**config.mk**
```make
export PLATFORM = sky130hd
export DESIGN_NAME = controle_irrigacao
export DESIGN_NICKNAME = d
export VERILOG_FILES = /design/src/rtl/controle_irrigacao.sv
export SDC_FILE = /design/constraint.sdc
export NUM_CORES = 1
export LEC_CHECK = 0
export BUFFER_PORTS_ARGS = -buffer_cell sky130_fd_sc_hd__buf_2
export CAP_MARGIN = 15
export CORE_MARGIN = 2
export CORE_UTILIZATION = 45
export CTS_CLUSTER_SIZE = 30
export DETAILED_ROUTE_END_ITERATION = 10
export HOLD_SLACK_MARGIN = 0.15
export PLACE_DENSITY_LB_ADDON = 0.05
export SLEW_MARGIN = 20
export SYNTH_ARGS = -nofsm -noshare
export SYNTH_HDL_FRONTEND = slang
export SYNTH_SLANG_ARGS = --single-unit
```
**constraint.sdc**
```tcl
create_clock -name clk -period 2.58 [get_ports clk]
set_clock_uncertainty 0.05 [all_clocks]
set_input_delay 0.258 -clock clk [delete_from_list [all_inputs] [get_ports clk]]
set_output_delay 0.258 -clock clk [all_outputs]
set_load 0.005 [all_outputs]
```
**src/rtl/controle_irrigacao.sv**
```systemverilog
// rtl/controle_irrigacao.sv - tank fill and drip/sprinkler valve controller (optional fill watchdog: IRRIG_TIMEOUT_EN)
module controle_irrigacao #(
    parameter int DEB_CYC  = 4,
    parameter int T_MIN    = 16,
    parameter int T_MORTO  = 4,
    parameter int T_ENCHER = 1024,
    parameter int CNT_W    = 11
) (
    input  logic       clk,
    input  logic       rst_n,
    input  logic       Alta,
    input  logic       Media,
    input  logic       Baixa,
    input  logic       req_goteja,
    input  logic       req_asper,
    input  logic       limpa_erro,
    output logic       Ve,
    output logic       Gotejamento,
    output logic       Aspersao,
    output logic       Alarme,
    output logic       Erro,
    output logic [2:0] estado
);
    localparam int DW = (DEB_CYC > 1) ? $clog2(DEB_CYC) : 1;

    typedef enum logic [2:0] {
        OCIOSO = 3'd0,
        GOTEJA = 3'd1,
        ASPER  = 3'd2,
        MORTO  = 3'd3,
        FALHA  = 3'd4
    } estado_t;

    logic [2:0]          raw;
    logic [2:0]          deb;
    logic [2:0][DW-1:0]  deb_cnt;
    logic                alta_d, media_d, baixa_d;
    logic                incons, wd_exp, err_set;
    estado_t             st, nxt;
    logic [CNT_W-1:0]    tmr;

    assign raw     = {Alta, Media, Baixa};
    assign alta_d  = deb[2];
    assign media_d = deb[1];
    assign baixa_d = deb[0];
    assign incons  = (alta_d & ~media_d) | (media_d & ~baixa_d);
    assign err_set = incons | wd_exp;
    assign estado  = st;

    // A sensor flips only after DEB_CYC consecutive samples disagreeing with it
    always_ff @(posedge clk) begin
        if (!rst_n) begin
            deb     <= '0;
            deb_cnt <= '0;
        end else begin
            for (int i = 0; i < 3; i++) begin
                if (raw[i] == deb[i]) begin
                    deb_cnt[i] <= '0;
                end else if (deb_cnt[i] == DW'(DEB_CYC - 1)) begin
                    deb[i]     <= raw[i];
                    deb_cnt[i] <= '0;
                end else begin
                    deb_cnt[i] <= deb_cnt[i] + 1'b1;
                end
            end
        end
    end

`ifdef IRRIG_TIMEOUT_EN
    logic [2:0]       deb_q;
    logic [CNT_W-1:0] wd_cnt;
    logic             rise;

    assign rise   = |(deb & ~deb_q);
    assign wd_exp = Ve && (wd_cnt == CNT_W'(T_ENCHER));

    always_ff @(posedge clk) begin
        if (!rst_n) begin
            deb_q  <= '0;
            wd_cnt <= '0;
        end else begin
            deb_q <= deb;
            if (!Ve || rise)
                wd_cnt <= '0;
            else if (!wd_exp)
                wd_cnt <= wd_cnt + 1'b1;
        end
    end
`else
    assign wd_exp = 1'b0;
`endif

    // Next-state uses the debounced level directly so the registered Alarme lag never opens a valve
    always_comb begin
        nxt = st;
        case (st)
            OCIOSO: begin
                if (Erro || err_set)   nxt = FALHA;
                else if (!baixa_d)     nxt = OCIOSO;
                else if (req_asper)    nxt = ASPER;
                else if (req_goteja)   nxt = GOTEJA;
            end
            GOTEJA: begin
                if (Erro || err_set)   nxt = FALHA;
                else if (!baixa_d)     nxt = MORTO;
                else if ((!req_goteja || req_asper) && tmr >= CNT_W'(T_MIN - 1))
                    nxt = MORTO;
            end
            ASPER: begin
                if (Erro || err_set)   nxt = FALHA;
                else if (!baixa_d)     nxt = MORTO;
                else if (!req_asper && tmr >= CNT_W'(T_MIN - 1))
                    nxt = MORTO;
            end
            MORTO: begin
                if (Erro || err_set)   nxt = FALHA;
                else if (tmr >= CNT_W'(T_MORTO - 1))
                    nxt = OCIOSO;
            end
            FALHA: begin
                if (limpa_erro && !err_set) nxt = OCIOSO;
            end
            default: nxt = OCIOSO;
        endcase
    end

    always_ff @(posedge clk) begin
        if (!rst_n) begin
            st          <= OCIOSO;
            tmr         <= '0;
            Gotejamento <= 1'b0;
            Aspersao    <= 1'b0;
            Erro        <= 1'b0;
            Alarme      <= 1'b0;
            Ve          <= 1'b0;
        end else begin
            st          <= nxt;
            Gotejamento <= (nxt == GOTEJA);
            Aspersao    <= (nxt == ASPER);
            Alarme      <= ~baixa_d;

            if (nxt != st)
                tmr <= '0;
            else if (tmr != '1)
                tmr <= tmr + 1'b1;

            if (err_set)
                Erro <= 1'b1;
            else if (st == FALHA && nxt == OCIOSO)
                Erro <= 1'b0;

            // Hysteresis: open below Media, close at Alta; any fault keeps it shut
            if (Erro || err_set || st == FALHA)
                Ve <= 1'b0;
            else if (alta_d)
                Ve <= 1'b0;
            else if (!media_d)
                Ve <= 1'b1;
        end
    end
endmodule

```
# --- Yosys cells after proc, flatten, opt, wreduce, memory -nomap -nowiden ---
# Index checks and enable logic that the tools add are counted.
word_totals:
  ff_bits: 28
  out_inout_bits: 8
classes:
  add_sub_neg: 4
  magnitude_cmp: 2
  n_eq_ne: 14
  n_mux: 16
  n_bitwise: 9
  n_reduce_logical: 21
op_table:
  columns: ["op", "n"]
  rows:
  - ["$mux W3", 13]
  - ["$pmux W3 S5", 1]
  - ["$reduce_or A3 Y1", 4]
  - ["$add A11 B1 Y11 const B", 1]
  - ["$ge A11 B2 Y1 const B", 1]
  - ["$ge A11 B4 Y1 const B", 1]
  - ["$ne A11 B11 Y1 const B", 1]
  - ["$eq A3 B2 Y1 const B", 3]
  - ["$add A2 B1 Y2 const B", 3]
  - ["$eq A2 B2 Y1 const B", 3]
  - ["$eq A3 B1 Y1 const B", 2]
  - ["$logic_not A3 Y1", 2]
  - ["$not A1 Y1", 6]
  - ["$reduce_and A2 Y1", 3]
  - ["$logic_and A1 B1 Y1", 4]
  - ["$eq A1 B1 Y1", 3]
  - ["$eq A3 B3 Y1 const B", 1]
  - ["$logic_not A1 Y1", 3]
  - ["$logic_or A1 B1 Y1", 3]
  - ["$ne A3 B3 Y1", 1]
  - ["$and A1 B1 Y1", 2]
  - ["$mux W1", 2]
  - ["$reduce_bool A2 Y1", 1]
  - ["$reduce_or A2 Y1", 1]
  - ["$or A1 B1 Y1", 1]

# --- Logic depth before layout (Yosys ltp) ---
# Gate-level depths: netlist of run 1.
depth:
  ltp_word: 11
  depth_mapped: 8
  mapped_depth_nobuf: 7

# --- Worst setup path before layout of run 1 ---
# No wires, ideal clock.
synth_path:
  path_type: "register to register"
  startpoint: "register tmr[0]"
  endpoint: "register tmr[6]"
  setup_time_ns: 0.133
  t_arrival_ns: 1.752
  required_time_ns: 2.397
  path_slack_ns: 0.645
  path_stages_with_launch: 9
  n_path_buf: 1
  path_cell_list: "dfxtp_1 ha_1 a21oi_1 nand4b_1 or3_1 a311o_1 nand4_2 buf_6 a21oi_1"
synth_between:
  elab_chain_cells: 8
  elab_cells_between_ends: 17
  classes_between: "add/sub (1); order compare (2); eq/ne (2); mux (9); reduce/logical (3)"
synth_rtl:
  columns: ["element", "line", "text"]
  rows:
  - ["start: declaration", "40", "logic [CNT_W-1:0] tmr;"]
  - ["start signal: assignment", "145", "tmr <= tmr + 1'b1;"]
  - ["$ge A11 B4 Y1", "106, 112", null]
  - ["$logic_and A1 B1 Y1, on equally long branches", "112, 106", null]
  - ["$mux W3, on equally long branches", "112, 106", null]
  - ["$mux W3, on equally long branches", "111, 105", null]
  - ["$mux W3, on equally long branches", "110, 104", null]
  - ["$pmux W3 S5", "96", "case (st)"]
  - ["$ne A3 B3 Y1", "142", "if (nxt != st)"]
  - ["$reduce_or A2 Y1 (no line)", null, null]
# Parallel ways exist; a longest one is shown, timed or not.
# A chain may end at the register's enable or synchronous reset.

# --- Final worst setup path of run 1 ---
layout_path:
  startpoint: "register tmr[0]"
  endpoint: "register tmr[2]"
# Same word-level chain as after synthesis.

==> results of run 1 <==
## cell families after synthesis
group	share of synthesized area, %
and+or+nand+nor	29.94
DFF	41.52
AOI/OAI and AO/OA	13.16
xor gates and xnor gates	5.190
buffers and inverters	2.780
muxes	3.707
adders and majority gates	3.707
## cell usage after synthesis (3+ instances only)
cell type,count
sky130_fd_sc_hd__dfxtp_1,28
sky130_fd_sc_hd__nor2_1,15
sky130_fd_sc_hd__nand2_1,11
sky130_fd_sc_hd__a21oi_1,8
sky130_fd_sc_hd__nor2b_1,6
sky130_fd_sc_hd__xnor2_1,6
sky130_fd_sc_hd__mux2i_1,5
sky130_fd_sc_hd__nand3_1,5
sky130_fd_sc_hd__nor4b_1,5
sky130_fd_sc_hd__o21ai_0,5
sky130_fd_sc_hd__ha_1,4
sky130_fd_sc_hd__nand4_1,4
sky130_fd_sc_hd__nor3_1,4
sky130_fd_sc_hd__clkbuf_1,3
sky130_fd_sc_hd__nor4bb_1,3
## layout make-up
class | count | share of cell area (%)
clock buffer | 3 | 1.501
clock inverter | 1 | 2.002
inverter | 1 | 0.2502
multi-input combinational | 112 | 50.13
sequential | 28 | 37.36
tap | 31 | 2.585
timing repair buffer | 17 | 6.172
## worst min path at each step
stage | slack [ps] | endpoint | from | cells past startpoint
2_1_floorplan | 360 | deb_cnt[0]$_SDFF_PP0_ | deb_cnt[0]$_SDFF_PP0_ | 1
3_3_place_gp | 360 | deb_cnt[0]$_SDFF_PP0_ | deb_cnt[0]$_SDFF_PP0_ | 1
3_5_place_dp | 370 | deb_cnt[4]$_SDFF_PP0_ | deb_cnt[4]$_SDFF_PP0_ | 1
4_1_cts | 160 | deb[2]$_SDFFE_PN0P_ | Alta | 3
5_1_grt | 160 | deb[2]$_SDFFE_PN0P_ | Alta | 3
6_report | 160 | deb[2]$_SDFFE_PN0P_ | Alta | 3
## timing repair
item / in CTS / in global routing
hold buffers: 1 / 0
hold endpoints to repair: 1 / 0
setup buffers: 0 / 0
endpoints found under the setup margin: 0 / 0
## stage by stage
stage               hold slack (ps)  cells  total power (W)
finish                        159.7    193        0.0008815
global route                  161.3    193        0.0009328
global placement              362.8    188        0.0006033
CTS                           155.8    193        0.0008953
floorplan                     355.9    146        0.0005795
detailed placement            373.2    188        0.0006087
## worst min-delay path, delay by kind of cell
| kind | cells | cell delay, ps |
|---|---|---|
| buffers and inverters | 1 | 100 |
| muxes | 1 | 60 |
| and+or+nand+nor | 1 | 90 |
## routing by layer
metal | GRT usage, % | wire, µm
met2 | 29.37 | 1215
met3 | 4.176 | 92
met1 | 19.70 | 1126
met4 | 6.169 | 43
met5 | 0 | 0
## state kept, by name, summed over array words and instances (netlist names)
signal	count
Gotejamento	1
Alarme	1
estado	3
Aspersao	1
deb	3
deb_cnt	6
Erro	1
Ve	1
tmr	11
## power breakdown
group	switching, W	leakage [nW]	internal [W]
registers	0.0000264	0.228	0.000457
logic	0.0000603	0.322	0.0000563
clock network	0.000124	0.0279	0.000157
total	0.000211	0.578	0.000671
==> results.txt, run 1 <==
Leaving out fill and tap cells, the most frequent cell in the layout is sky130_fd_sc_hd__dfxtp_1. The number of global-route vias before repair is 1,061. Counting buffers and inverters, the worst setup path is 7 cells deep. The most critical setup path has its endpoint at tmr[2]$_SDFFE_PP0P_. The reported max-cap violation count is 0. The worst reg-to-reg path cell count came out at 7. The delay contributed by the slowest stage of the critical path is 380 ps.

The worst slew margin relative to its limit came out at 72.76%. The number of max-slew violations in the final report is 0. The final worst-path cycle share is 81.74%. The total of fill cells in the finished design came out at 282.

The repair_antennas step left the layout with diodes totalling 0. In the final design database the tool counted 175 nets. The utilization after layout came out at 53.48%. The initial DRC count is 36. After clock tree synthesis, the clock-pin slew on the worst setup and hold paths is 150 ps.

The sequential cells in the finished layout cover a total of 560.5 µm². The clock root buffer is sky130_fd_sc_hd__clkbuf_4. Clock latency on the worst-skew pair, taken at its later pin, is 330 ps. The number of clock sinks seen by CTS came out at 28. Each instance of the synthesized netlist takes up on average 9.247 µm². The number of buffers and inverters on the critical path is 0. sky130_fd_sc_hd__dfxtp_1 takes more of the synthesized area than any other cell.

The final-layout setup total negative slack came out at 0 ps. For this run, asynchronously set or reset flops after synthesis account for 0%. The number of buffers added by the clock tree synthesis step is 3. STA classifies the critical path startpoint as a flip-flop. The floorplan die height came out at 58.78 µm. The internal reg-to-reg setup slack is 470 ps. The detail-routed net length per standard cell came out at 12.83 µm. The launching instance or port of the critical path is tmr[0]$_SDFFE_PP0P_.

The smallest setup slack after layout is 471.0 ps. The checks that failed: DRC. The number of buffers added on ports is 15. Counting distinct cell types in the post-synthesis netlist gives 41. The initial antenna violation count came out at 0. The largest net degree at the start of global routing is 17. The data required time at the worst endpoint is 2750 ps.

The number of nets in the synthesized netlist is 158. The number of buffers between clock root and the deepest sink is 2. The total standard cell area after synthesis is 1350 µm². The I/O pin count is 16. The die covers 3455 µm². The floorplan row count is 19. The warning count from the yosys run is 0. The congestion estimate from routability-driven global placement came to 0.7709. The area of the placeable core is 2805 µm². The final layout contains routed wiring with a total length of 2.477 mm. The number of levels in the clock H-tree is 1.

The area taken by multi-input logic gates came out at 752.0 µm². The critical path arrival is 2280 ps. The number of flops mapped to enable cells by yosys came out at 0. The top cell types in the final layout, fill and taps aside, are sky130_fd_sc_hd__dfxtp_1 (28), sky130_fd_sc_hd__nor2_1 (15), sky130_fd_sc_hd__buf_2 (15).

The family with the most delay on the worst path is simple AND/OR/NAND/NOR gates. The post-detailed-route via-to-cell ratio is 5.710. The type of the most critical hold path is primary input to flip-flop.

The worst IR drop on VDD is 0.4779 mV. The number of endpoints with negative hold slack in the final report is 0. Setup repair after global routing left no endpoint under its margin.

The design area came out at 1500 µm². The number of detailed-route iterations in the first pass came out at 6. The post-cts sizing count is 0. The wire length of the first global-routing pass is 4.464 mm.

Once the floorplan was initialized, standard cells occupied 48.13% of the core. The global route total overflow came out at 0. The synthesized instance count came out at 146.

The worst register-to-register path begins at tmr[0]$_SDFFE_PP0P_. In this run the critical register-to-register path is captured at tmr[2]$_SDFFE_PP0P_. The slowest stage of the critical path belongs to the cell sky130_fd_sc_hd__dfxtp_1. The detail route stage leaves a number of antenna-violating nets equal to 0.

Cells with a size suffix above 1 make up 15.43% of the layout. The TritonCTS clock tree is yes. Measured along the x axis, the die boundary spans 58.78 µm. The clock period could shrink to 2109 ps. In the post-synthesis netlist, the biggest area contributors are sky130_fd_sc_hd__dfxtp_1 (42%), sky130_fd_sc_hd__nor2_1 (4.2%), sky130_fd_sc_hd__xnor2_1 (3.9%). The run finished, with violations left. The number of setup violations in the final report is 0. The critical path class is flip-flop to flip-flop. The number of synthesized register bits is 28. The signal on the critical path passes through ha_1 -> a21oi_1 -> nand4b_1 -> or3_1 -> a311o_1 -> nand4_2 -> nor2_1. The transition at the pin with the smallest max-transition slack is 408.1 ps. The leakage component of the power is 0.5783 nW. The remaining routing DRC violations came out at 2. The sequential area share after synthesis is 41.52%. Prior to clock tree synthesis, the placed netlist has a worst setup slack of 491.7 ps. The instance area after placement is 1438 µm². The via count is 1,102. For this run, the total global-route usage over all layers was measured as 16.78%. The biggest fanout along the worst timing path is 11. The power density over the cells is 587.6 nW/µm². Static timing analysis puts the maximum clock frequency at 474.2 MHz. The area share of the leading cell type in the synthesized netlist is 41.52%.

The worst setup path is captured at a flip-flop. From synthesis to final layout, the design area changed by 11.12%. The half-perimeter wire length after detailed placement is 1.863 mm. The most used flip-flop cell after synthesis is sky130_fd_sc_hd__dfxtp_1.
(Power assumes the default switching activity.)
==> inputs of run 2 (changes only) <==
==> constraint.sdc (replaced) <==
create_clock -name clk -period 1.95 [get_ports clk]
set_clock_uncertainty 0.05 [all_clocks]
set_input_delay 0.195 -clock clk [delete_from_list [all_inputs] [get_ports clk]]
set_output_delay 0.195 -clock clk [all_outputs]
set_load 0.005 [all_outputs]
==> run 2 against run 1 <==
- the run still ends with DRC left
- routed wire length increased by 15%
- combinational power increased by 120%
- flip-flop and latch count unchanged
- non-clock buffer count increased by 21
- die area unchanged
- highest routed layer unchanged
- sequential power increased by 29%
- critical endpoint is now tmr[4]$_SDFFE_PP0P_
==> results.txt, run 2 (synthesized netlist as in run 1, its figures left out) <==
The internal reg-to-reg setup slack was 20 ps (-450 ps). The area of the placeable core came out at 2805 µm² (unchanged). The worst register-to-register path ends at tmr[4]$_SDFFE_PP0P_. The biggest fanout along the worst timing path came out at 6 (-5). The synthesis-to-layout area growth is 27.53%.

The power density over the cells came to 674.0 nW/µm² (+15%). The layout cell share with drive strength beyond 1 came out at 28.80% (+13 points). In the layout the commonest cells are sky130_fd_sc_hd__dfxtp_1 (25), sky130_fd_sc_hd__buf_4 (18), sky130_fd_sc_hd__nor2_1 (15), sky130_fd_sc_hd__buf_2 (15), sky130_fd_sc_hd__nand2_1 (11). The highest achievable clock rate is 517.2 MHz (+9.1%). The critical path arrival is 2100 ps (-180 ps).

The final period demand of the worst path came out at 1934 ps (-175.4 ps). STA classifies the critical path endpoint as a flip-flop. The total area of sequential cells is 564.3 µm² (+0.67%). The number of buffers added on ports was 15 (unchanged). The number of buffers added by the clock tree synthesis step came out at 3 (unchanged). The aggregate routed wire length was 2.846 mm (+15%). The cell depth of the worst min-delay path came to 5 (+2). The worst reg-to-reg path cell count came to 7 (unchanged). The critical path in this run is classified as flip-flop to flip-flop.

Setup repair after global routing could not meet its margin everywhere. The post-detailed-route via-to-cell ratio came out at 5.526 (-3.2%). The half-perimeter wire length after detailed placement is 1.992 mm (+6.9%).

The largest net degree at the start of global routing is 17 (unchanged). The number of buffers between clock root and the deepest sink is 2 (unchanged). The number of endpoints with negative hold slack in the final report came to 0 (unchanged). The start point of the worst min-delay path is req_goteja. The number of levels in the clock H-tree came to 1 (unchanged). The number of clock sinks seen by CTS is 28 (unchanged). The worst setup path is launched from a flip-flop. The number of routed nets with antenna violations came out at 0 (unchanged). The final worst-path cycle share came out at 99.16% (+17 points). The number of max-slew violations in the final report came out at 0 (unchanged).

The area taken by multi-input logic gates came out at 818.3 µm² (+8.8%). The via count is 1,188 (+7.8%). The worst IR drop on VDD came out at 0.5050 mV (+5.7%). The run finished, with violations left.

The global placement routability congestion was 0.7914 (+2.7%). The initial antenna violation count is 0 (unchanged). The worst register-to-register path begins at tmr[0]$_SDFFE_PP0P_. The TritonCTS clock tree is yes. The data required time at the worst endpoint came out at 2120 ps (-630 ps). The reported max-cap violation count is 0 (unchanged). The net total in the final layout came out at 197 (+13%).

The transition at the pin with the smallest max-transition slack is 381.4 ps (-26.74 ps). The floorplan row count was 19 (unchanged). The worst min-delay path endpoint is Gotejamento$_SDFF_PN0_. CTS placed an instance of sky130_fd_sc_hd__clkbuf_4 at the clock tree root. The total die area came out at 3455 µm² (unchanged).

The floorplan die height came out at 58.78 µm (unchanged). The initial core utilization came to 48.13% (unchanged). The I/O pin count came out at 16 (unchanged). The leakage component of the power came out at 0.6915 nW (+20%).

The utilization after layout is 61.37% (+7.9 points). The antenna diode count is 0 (unchanged). The clock-pin transition on the worst setup and hold timing paths was 140 ps (about the same). The wire length of the first global-routing pass came out at 4.588 mm (+2.8%). The remaining routing DRC violations is 2 (unchanged). The number of flip-flops in the largest register was 11 (unchanged). More flip-flops sit in one register than any other, and that register is tmr.

The initial DRC count came out at 43 (+19%). The tightest min-delay check is of the primary input to flip-flop type. The number of global-route vias before repair was 1,146 (+8.0%). The number of setup violations in the final report is 0 (unchanged).

Leaving out fill and tap cells, the most frequent cell in the layout is sky130_fd_sc_hd__dfxtp_1. The final reports fail on DRC. The global route total overflow was 0 (unchanged). The total of fill cells in the finished design is 237 (-16%). The overall global routing resource usage came out at 17.02% (+0.24 points). The clock insertion delay at the later pin of the skew report is 320 ps (about the same).

The worst slew margin relative to its limit came out at 74.22% (+1.5 points). The worst-case hold slack came out at 286.9 ps (+127.2 ps). The number of detailed-route iterations in the first pass is 7 (+1). The non-filler instance count after layout is 215 (+11%). The horizontal die dimension came out at 58.78 µm (unchanged).

The number of placed instances, taps included came out at 203 (+8.0%). The detail-routed net length per standard cell is 13.24 µm (+3.1%). The largest registers in the layout are tmr (11), deb_cnt (6).
## run 2: changes by cell type in the layout (fill, tap and decap cells not counted), moves of 2 or more
cell,delta
sky130_fd_sc_hd__dlygate4sd3_1,+4
sky130_fd_sc_hd__nand4_4,+2
sky130_fd_sc_hd__buf_4,+17
sky130_fd_sc_hd__dfxtp_1,-3
sky130_fd_sc_hd__dfxtp_2,+3
## run 2: where the power goes
group          total (W)  leakage [nW]  internal (W)  switching, W
Clock           0.000275        0.0210      0.000114      0.000161
Sequential      0.000623         0.229      0.000606     0.0000175
Combinational   0.000262         0.441      0.000131      0.000131
## run 2: worst max path at each step
stage,from,end,slack [ps]
final,tmr[0]$_SDFFE_PP0P_,tmr[4]$_SDFFE_PP0P_,20
after global routing,tmr[0]$_SDFFE_PP0P_,tmr[4]$_SDFFE_PP0P_,-50
after CTS,tmr[0]$_SDFFE_PP0P_,tmr[4]$_SDFFE_PP0P_,30
after detailed placement,tmr[0]$_SDFFE_PP0P_,tmr[0]$_SDFFE_PP0P_,1
after global placement,tmr[0]$_SDFFE_PP0P_,tmr[3]$_SDFFE_PP0P_,40
after floorplan,tmr[0]$_SDFFE_PP0P_,tmr[6]$_SDFFE_PP0P_,10
## run 2: final cells by class
cell class | instances | area share [%]
clock buffer | 4 | 2.108
tap | 31 | 2.253
inverter | 1 | 0.2180
timing repair buffer | 38 | 15.12
multi-input combinational | 113 | 47.53
sequential | 28 | 32.78
## run 2: worst max-delay path, cell delays in order, from the launching register on
cell and delay (ps):
sky130_fd_sc_hd__dfxtp_2 350, sky130_fd_sc_hd__ha_2 190, sky130_fd_sc_hd__a21oi_2 130, sky130_fd_sc_hd__nand4b_1 150, sky130_fd_sc_hd__or3_1 350, sky130_fd_sc_hd__a311o_1 420
sky130_fd_sc_hd__nand4_4 140, sky130_fd_sc_hd__a211oi_1 50
## run 2: through the flow
stage | setup WS, ps | area (µm²) | setup TNS, ps | total power, W
after global routing | -52.21 | 1722 | -364.2 | 0.001226
final | 16.41 | 1722 | 0 | 0.001160
after floorplan | 14.84 | 1350 | 0 | 0.0007667
after global placement | 39.40 | 1550 | 0 | 0.0008351
after detailed placement | 1.440 | 1550 | 0 | 0.0008450
after CTS | 33.59 | 1645 | 0 | 0.001138
## run 2: repair_timing
action,in CTS,in global routing
buffers inserted,0,2
resized for setup,1,12
endpoints found under the setup margin,7,11
cloned,0,1
hold buffers,5,0
pin swaps,0,1
endpoints found under the hold margin,11,0
## run 2: layer usage
layer / wire length [µm] / GRT usage [%] / part of all wire (%) / vias up
met5: 0 / 0 / 0 / -
met4: 74 / 4.545 / 2.6 / 0
met3: 137 / 4.835 / 4.8 / 7
met2: 1365 / 30.32 / 48 / 26
met1: 1268 / 19.86 / 45 / 542
li1: - / - / - / 613
==> inputs of run 3 (changes only) <==
--- a/config.mk
+++ b/config.mk
@@ -9,6 +9,7 @@
 export CAP_MARGIN = 15
 export CORE_MARGIN = 2
 export CORE_UTILIZATION = 45
+export CTS_BUF_LIST = sky130_fd_sc_hd__clkbuf_16
 export CTS_CLUSTER_SIZE = 30
 export DETAILED_ROUTE_END_ITERATION = 10
 export HOLD_SLACK_MARGIN = 0.15
==> run 3 against run 2 <==
- the flow still finishes with violations (DRC)
- routed wire length grew 0.28%
- fmax is essentially flat
- clock power grew 65%
- utilization shrank 0.49 points
- non-clock buffer count shrank 5
- sequential share of layout area grew 0.19 points
- cell count shrank 2.3%
- largest cell class unchanged
- highest routed layer unchanged
==> results.txt, run 3 (synthesized netlist as in run 1, its figures left out) <==
The run finished, with violations left. The checks that failed: DRC. The layer flagged by global routing as most heavily used is met2.

The utilization after layout is 60.88% (-0.49 points). The met1 usage is 20.41% (+0.54 points). The global route total overflow is 0 (unchanged).

In this run the worst hold path is classified as primary input to flip-flop. The number of max-slew violations in the final report came out at 0 (unchanged). The worst IR drop on VDD is 0.7044 mV (+39%). The number of buffers added on ports came out at 15 (unchanged). The number of endpoints with negative hold slack in the final report is 0 (unchanged). The number of levels in the clock H-tree came to 1 (unchanged).

The horizontal die dimension was 58.78 µm (unchanged). The total area of sequential cells came out at 563.0 µm² (-0.22%). The net total in the final layout is 192 (-2.5%). The number of setup violations in the final report was 0 (unchanged). The number of routed nets with antenna violations is 0 (unchanged). The remaining routing DRC violations is 2 (unchanged). The transition at the pin with the smallest max-transition slack is 365.3 ps (-16.07 ps). The power density over the cells is 779.8 nW/µm² (+16%). The detail-routed net length per standard cell came out at 13.59 µm (+2.7%). The reported max-cap violation count came out at 0 (unchanged). The kind of launch point of the worst setup path is a flip-flop. The critical path arrival came out at 2020 ps (-80 ps). The aggregate routed wire length came out at 2.854 mm (+0.28%). The antenna diode count came to 0 (unchanged). The worst-case hold slack is 178.1 ps (-108.8 ps). In the final layout, the registers with the most flip-flops are tmr (11), deb_cnt (6). The post-detailed-route via-to-cell ratio was 5.481 (-0.81%). Setup repair after global routing could not meet its margin everywhere. Among all stages on the critical path, the largest delay is contributed by sky130_fd_sc_hd__a311o_1. Ranked by flip-flop count, first place goes to tmr. The power after layout came to 0.001332 W (+15%). The worst setup timing slack at the placement stage came out at 1.440 ps (unchanged). The leading cell type in the layout, fill and taps excluded is sky130_fd_sc_hd__dfxtp_1. The via count came to 1,151 (-3.1%). STA classifies the critical path endpoint as a flip-flop. TritonCTS built the clock tree. The global placement routability congestion is 0.7914 (unchanged). The met2 global-route usage came to 30.48% (+0.16 points). The I/O pin count came out at 16 (unchanged). The met3 usage in global routing came out at 4.835% (unchanged). The final-layout setup total negative slack came out at 0 ps (unchanged). The initial DRC count came out at 38 (-12%). The synthesis-to-layout area growth came out at 26.51%. The wire length of the first global-routing pass came out at 4.650 mm (+1.4%). The initial antenna violation count came out at 0 (unchanged). The data required time at the worst endpoint is 2040 ps (-80 ps).

The clock insertion delay at the later pin of the skew report came to 260 ps (-60 ps). The leakage component of the power came to 0.6865 nW (-0.72%). The layout cell share with drive strength beyond 1 is 27.93% (-0.87 points).

The highest achievable clock rate is 517.4 MHz (about the same). The number of global-route vias before repair was 1,128 (-1.6%). The overall global routing resource usage came to 17.53% (+0.50 points).

The final worst-path cycle share is 99.12% (about the same). The number of detailed-route iterations in the first pass came out at 7 (unchanged). The smallest setup slack after layout is 17.22 ps (+0.8094 ps). The delay contributed by the slowest stage of the critical path came to 420 ps (about the same). The area of the placeable core is 2805 µm² (unchanged). The floorplan row count is 19 (unchanged).

The final period demand of the worst path came out at 1933 ps (-0.8094 ps). The clock-pin transition on the worst setup and hold timing paths is 60 ps (-80 ps). The number of flip-flops in the largest register came out at 11 (unchanged).

The number of buffers added by the clock tree synthesis step is 3 (unchanged). The number of buffers between clock root and the deepest sink came to 2 (unchanged). The cell sitting at the root of the clock tree is a sky130_fd_sc_hd__clkbuf_16. The initial core utilization was 48.13% (unchanged).

The worst slew margin relative to its limit came to 75.50% (+1.3 points). The floorplan die height was 58.78 µm (unchanged). The biggest fanout along the worst timing path came out at 6 (unchanged). The critical path is of the flip-flop to flip-flop type. The half-perimeter wire length after detailed placement came out at 1.992 mm (unchanged).

The number of clock sinks seen by CTS is 28 (unchanged). The area taken by multi-input logic gates came out at 813.3 µm² (-0.61%). The total of fill cells in the finished design is 242 (+2.1%). The top cell types in the final layout, fill and taps aside, are sky130_fd_sc_hd__dfxtp_1 (26), sky130_fd_sc_hd__buf_4 (18), sky130_fd_sc_hd__nor2_1 (15), sky130_fd_sc_hd__buf_2 (15), sky130_fd_sc_hd__nand2_1 (11). The largest net degree at the start of global routing is 17 (unchanged). The signal on the critical path passes through nor4_4 -> nand2_1 -> or3_1 -> a311o_1 -> nand4_4 -> a211oi_1.

The total die area came out at 3455 µm² (unchanged).
run 3: through the flow:
| stage | instances | cell area, µm² |
|---|---|---|
| after floorplan | 146 | 1350 |
| after global routing | 210 | 1708 |
| after global placement | 203 | 1550 |
| after detailed placement | 203 | 1550 |
| final | 210 | 1708 |
| after CTS | 207 | 1638 |
run 3: critical path, delay by kind of cell, from the launching register on:
kind             cells  cell delay [ps]
AO/OA/AOI/OAI        2              480
AND/OR/NAND/NOR      4              960
flip-flops           1              330
run 3: power breakdown:
part	total [W]	internal [W]	leakage (nW)	switching (W)
Combinational	0.000254	0.000124	0.419	0.000130
Clock	0.000455	0.000274	0.0385	0.000181
Sequential	0.000623	0.000606	0.229	0.0000170
run 3: worst paths after layout:
path | cells after the start | slack [ps] | start | endpoint
setup / recovery | 6 | 20 | tmr[8]$_SDFFE_PP0P_ | tmr[4]$_SDFFE_PP0P_
setup reg to reg | 6 | 20 | tmr[8]$_SDFFE_PP0P_ | tmr[4]$_SDFFE_PP0P_
hold reg to reg | 1 | 370 | deb_cnt[0]$_SDFF_PP0_ | deb_cnt[0]$_SDFF_PP0_
hold / removal | 3 | 180 | Media | deb[1]$_SDFFE_PN0P_
run 3: routing by layer:
layer	up-vias	share of wire, %
met5	-	0
met4	0	2.8
met3	7	4.1
met2	24	48
met1	521	45
li1	599	-
run 3: repair_timing:
action,in CTS,in global routing
hold buffers,0,0
endpoints found under the hold margin,0,0
buffers inserted,0,2
gates cloned,0,1
resized for setup,1,10
endpoints found under the setup margin,10,11
pin swaps,0,0
run 3: area by class of cell:
class | instances | share of cell area [%]
flip-flops and latches | 28 | 32.97
inverters | 1 | 0.2198
repair buffers | 33 | 12.31
multi-input cells | 113 | 47.62
clock buffers | 3 | 4.396
clock inverters | 1 | 0.2198
well taps | 31 | 2.271
